$ cat src/rtl/mul_sequencer.sv
// Sequential shift-and-add multiplier sequencer.
// It iterates a WORD-bit multiply one multiplier bit per cycle and stalls the
// pipeline while running. In its single DONE cycle it steers the ALU wrapper
// to pass the product through (accumulator + zero) so flags can be updated.

package mul_sequencer_pkg;
  // ALU input source encodings shared with decode and the ALU wrapper.
  localparam logic [1:0] FROM_REGISTER    = 2'd0;
  localparam logic [1:0] FROM_IMMEDIATE   = 2'd1;
  localparam logic [1:0] FROM_ACCUMULATOR = 2'd2;
  localparam logic [1:0] FROM_ZERO        = 2'd3;
endpackage

module mul_sequencer
  import mul_sequencer_pkg::*;
#(
  parameter int WORD       = 32,
  parameter bit EARLY_TERM = 1'b1
) (
  input  logic            clk_i,
  input  logic            rst_n_i,
  input  logic            start_i,
  input  logic            set_flags_i,
  input  logic            flush_i,
  input  logic [WORD-1:0] multiplicand_i,
  input  logic [WORD-1:0] multiplier_i,
  input  logic [1:0]      alu_input_1_select_i,
  input  logic [1:0]      alu_input_2_select_i,
  input  logic            update_flag_i,
  output logic [1:0]      alu_input_1_select_o,
  output logic [1:0]      alu_input_2_select_o,
  output logic            update_flag_o,
  output logic [WORD-1:0] accumulator_o,
  output logic            stall_o,
  output logic            busy_o,
  output logic            done_o
);

  localparam int CW = (WORD > 2) ? $clog2(WORD) : 1;

  typedef enum logic [1:0] {
    ST_IDLE = 2'd0,
    ST_RUN  = 2'd1,
    ST_DONE = 2'd2
  } state_e;

  state_e          state_r, state_s;
  logic [WORD-1:0] mcand_r, mcand_s;
  logic [WORD-1:0] mplier_r, mplier_s;
  logic [WORD-1:0] acc_r, acc_s;
  logic [CW-1:0]   count_r, count_s;
  logic            flags_pending_r, flags_pending_s;
  logic            accept_s;
  logic            last_iter_s;

  // A start only counts when idle and not being flushed in the same cycle.
  assign accept_s = (state_r == ST_IDLE) && start_i && !flush_i;

  // The current iteration is the last one when all WORD bits are consumed,
  // or, with early termination, when no set multiplier bits remain after the shift.
  assign last_iter_s = (count_r == CW'(WORD - 1)) ||
                       (EARLY_TERM && (mplier_r[WORD-1:1] == {(WORD-1){1'b0}}));

  // State and datapath registers; reset clears everything immediately.
  always_ff @(posedge clk_i or negedge rst_n_i) begin
    if (!rst_n_i) begin
      state_r         <= ST_IDLE;
      mcand_r         <= {WORD{1'b0}};
      mplier_r        <= {WORD{1'b0}};
      acc_r           <= {WORD{1'b0}};
      count_r         <= {CW{1'b0}};
      flags_pending_r <= 1'b0;
    end else begin
      state_r         <= state_s;
      mcand_r         <= mcand_s;
      mplier_r        <= mplier_s;
      acc_r           <= acc_s;
      count_r         <= count_s;
      flags_pending_r <= flags_pending_s;
    end
  end

  // Next-state and iteration logic; a flush returns to IDLE and freezes the datapath.
  always_comb begin
    state_s         = state_r;
    mcand_s         = mcand_r;
    mplier_s        = mplier_r;
    acc_s           = acc_r;
    count_s         = count_r;
    flags_pending_s = flags_pending_r;
    if (flush_i) begin
      state_s = ST_IDLE;
    end else begin
      case (state_r)
        ST_IDLE: begin
          if (accept_s) begin
            mcand_s         = multiplicand_i;
            mplier_s        = multiplier_i;
            acc_s           = {WORD{1'b0}};
            count_s         = {CW{1'b0}};
            flags_pending_s = set_flags_i;
            if (EARLY_TERM && (multiplier_i == {WORD{1'b0}})) begin
              state_s = ST_DONE;
            end else begin
              state_s = ST_RUN;
            end
          end else begin
            state_s = ST_IDLE;
          end
        end
        ST_RUN: begin
          if (mplier_r[0]) begin
            acc_s = acc_r + mcand_r;
          end else begin
            acc_s = acc_r;
          end
          mcand_s  = {mcand_r[WORD-2:0], 1'b0};
          mplier_s = {1'b0, mplier_r[WORD-1:1]};
          count_s  = count_r + CW'(1);
          if (last_iter_s) begin
            state_s = ST_DONE;
          end else begin
            state_s = ST_RUN;
          end
        end
        ST_DONE: begin
          state_s = ST_IDLE;
        end
        default: begin
          state_s = ST_IDLE;
        end
      endcase
    end
  end

  // ALU steering: pass decode through except in DONE, where the product is presented.
  always_comb begin
    alu_input_1_select_o = alu_input_1_select_i;
    alu_input_2_select_o = alu_input_2_select_i;
    update_flag_o        = update_flag_i;
    done_o               = 1'b0;
    if (state_r == ST_DONE) begin
      alu_input_1_select_o = FROM_ACCUMULATOR;
      alu_input_2_select_o = FROM_ZERO;
      update_flag_o        = flags_pending_r && !flush_i;
      done_o               = !flush_i;
    end else begin
      done_o = 1'b0;
    end
  end

  // Stall upstream from the accepting cycle through the last RUN cycle.
  assign stall_o       = accept_s || (state_r == ST_RUN);
  assign busy_o        = (state_r == ST_RUN);
  assign accumulator_o = acc_r;

endmodule

$ cat config.mk
export PLATFORM = sky130hd
export DESIGN_NAME = mul_sequencer
export DESIGN_NICKNAME = d
export VERILOG_FILES = /design/src/rtl/mul_sequencer.sv
export SDC_FILE = /design/constraint.sdc
export NUM_CORES = 1
export LEC_CHECK = 0
export BUFFER_PORTS_ARGS = -buffer_cell sky130_fd_sc_hd__buf_2
export CORE_AREA = 2 2 143 117
export DETAILED_ROUTE_END_ITERATION = 12
export DIE_AREA = 0 0 145 119
export SLEW_MARGIN = 5
export SYNTH_ARGS = -nofsm -noshare
export SYNTH_HDL_FRONTEND = slang
export SYNTH_SLANG_ARGS = --single-unit
$ cat constraint.sdc
create_clock -name clk_i -period 3.7 [get_ports clk_i]
set_clock_uncertainty 0.05 [all_clocks]
set_input_delay 0.37 -clock clk_i [delete_from_list [all_inputs] [get_ports clk_i]]
set_output_delay 0.37 -clock clk_i [all_outputs]
set_load 0.01 [all_outputs]
==> out/qor.csv <==
metric;value;unit
outcome;complete, no violations;
multi_input_area;0.00350;mm2
hold_class;input port to async pin;
comb_power_share;0.296;
cts_tree;built;
nets;880;
clkTransAtPathRegs;70;ps
synthArstFlopShare;1.00;
grt_pass1_wl;25800;um
portBuffers;113;
layout_commonest_cell;buf_2;
cp_max_fo;7;
finalSetupTns;0;ps
ys_seq_area_frac;0.417;
switching_share;0.339;
power_switching;0.00116;W
cts_resized;0;
htreeDepth;3;
start_kind;flip-flop;
ff_latch_area;0.00260;mm2
die_area;0.0173;mm2
final_layout_size_suffix_gt1_frac;0.198;
vias;5209;
die_w;145;um
drtIter0Drc;396;
path_delay_family;compound AO/OA/AOI/OAI gates;
grt_max_degree;107;
syn_area;0.00624;mm2
end_kind;flip-flop;
timing.hold.ws;32.4;ps
detail_route.wl_per_cell;15.5;um
timing.final.crit_share;0.798;
crit_buf_inv;0;
holdBufCountCts;0;
grt_pass1_vias;5193;
area_growth;17.4;%
wl;15500;um
power_leakage;3.72;nW
dr.pass1.iters;4;
grt_use_total;0.183;
clkPwrFrac;0.270;
post-cts-setup-buffers;0;
syn_inst;673;
power_frac_seq;0.434;
worstMarginPinSlew;1050;ps
clk_latency;350;ps
cts-root-buf;clkbuf_16;
core_area;0.0160;mm2
cp.arrival;3100;ps
drtAntennaViolNets;0;
final_cell_mix;buf_2 (112), nand2_1 (108), dfrtp_1 (104), o21ai_0 (89), mux2i_1 (64);
powerDensity;467;mW/mm2
die_height;119;um
rows;42;
synth_flop_cell;dfrtp_1;
cellInternalPower;0.00226;W
initial_core_util;0.390;
io-pin-count;114;
post-synth-top-area-fraction;0.417;
maxSlewViolCount;0;
synth_top_cells_by_area;dfrtp_1 (42%), mux2i_1 (10%), o21ai_0 (7.1%), ha_1 (6.6%), nand2_1 (6.6%);
cp_slowest_stage_delay;400;ps
fillers;1548;
critPathSlowestCell;dfrtp_1;
critPathKind;flip-flop to flip-flop;
synth.distinct_cells;57;
antenna_found_initial;0;
syn-mean-instance-area;9.28;um2
setup_viol;0;
dp_hpwl;11300;um
cts.sinks;104;
clock_path_buffers;2;
rsz0062_at_grt;false;
hold_viol_final;0;
drv_cap;0;
cts_buffers;9;
fmax;0.339;GHz
n_antenna_cell;0;
overflow;0;
gp_congestion;0.860;
period_needed;2950;ps
ys_ff_latch;104;
critical_path_required;3850;ps
maxSlewHeadroom;0.295;
post_drt_via_cell_ratio;5.22;
crit_top_cell;o21ai_1;
yosys_warnings;0;
synth_largest_area_cell;dfrtp_1;
drc;0;
path_cells;ha_1, and4_1, a211oi_1, nand4_1, o21ai_1, o2111ai_1, a221o_1, a21oi_1, xor2_1, o21ai_1;
ir_worst_vdd;0.223;mV
syn_nets;781;
synth-edff-count;0;
[worst paths after layout]
path / from / cells past startpoint / slack (ps) / to
max reg2reg: accumulator_o[10] / 10 / 750 / accumulator_o[24]
min: rst_n_i / 2 / 30 / accumulator_o[11]
min reg2reg: count_r[4] / 2 / 450 / count_r[4]
max: accumulator_o[10] / 10 / 750 / accumulator_o[24]
max in group asynchronous: rst_n_i / 2 / 3120 / mcand_r[26]
min in group clk_i: multiplicand_i[0] / 2 / 210 / mcand_r[0]
[cells in the mapped netlist (all sizes together), types with 3 or more instances]
cell / count
a211oi: 3
a21o: 14
a21oi: 28
a22o: 6
a31oi: 3
a32o: 3
and2: 5
and3: 3
and4: 3
buf: 6
clkbuf: 24
dfrtp: 104
ha: 33
inv: 12
mux2i: 64
nand2: 109
nand2b: 9
nand3: 9
nand4: 8
nor2: 22
nor2b: 8
nor3: 9
nor4: 15
o21ai: 110
o21bai: 3
o31ai: 3
or2: 6
or3: 5
xnor2: 11
xor2: 13
[flip-flops by register name, indices dropped and copies added, names as in the netlist]
signal and flops:
accumulator_o 32, count_r 5, flags_pending_r 1, mcand_r 32, mplier_r 32, state_r 2
[per-layer routing]
metal  vias to the layer above  GRT usage  wire length, um
met3                        18     0.0383              669
met2                        96      0.290             6960
met1                      2476      0.255             7580
met5                         -          0                0
li1                       2619          -                -
met4                         0     0.0501              244
[logic make-up after synthesis]
family	after synthesis	synth area share
fa+ha+maj	34	0.0693
simple gates	214	0.162
compound gates	189	0.186
xor+xnor	24	0.0337
flops	104	0.417
mux	66	0.106
buf+inv	42	0.0258
[final cells by class]
| class | count | share of cell area |
|---|---|---|
| sequential | 104 | 0.355 |
| multi-input combinational | 527 | 0.478 |
| timing repair buffer | 118 | 0.0843 |
| tap | 220 | 0.0376 |
| inverter | 12 | 0.00615 |
| clock buffer | 13 | 0.0369 |
| clock inverter | 3 | 0.00205 |
[through the flow]
stage               cells  total power (W)  cell area, um2  setup slack, ps   util
CTS                   997          0.00346            7330              785  0.457
global placement      981          0.00249            7040              850  0.439
finish                997          0.00342            7330              747  0.457
detailed placement    981          0.00253            7040              791  0.439
global route          997          0.00367            7330              569  0.457
floorplan             673          0.00219            6240             1000      -
[power groups by stage]
stage	Combinational, W	Clock (W)	Sequential [W]
floorplan	0.000711	0	0.00148
global placement	0.000995	0	0.00150
detailed placement	0.00102	0	0.00151
CTS	0.00102	0.000956	0.00149
global route	0.00115	0.00100	0.00151
finish	0.00101	0.000923	0.00149
No activity file was read; power rests on OpenSTA's default activity.
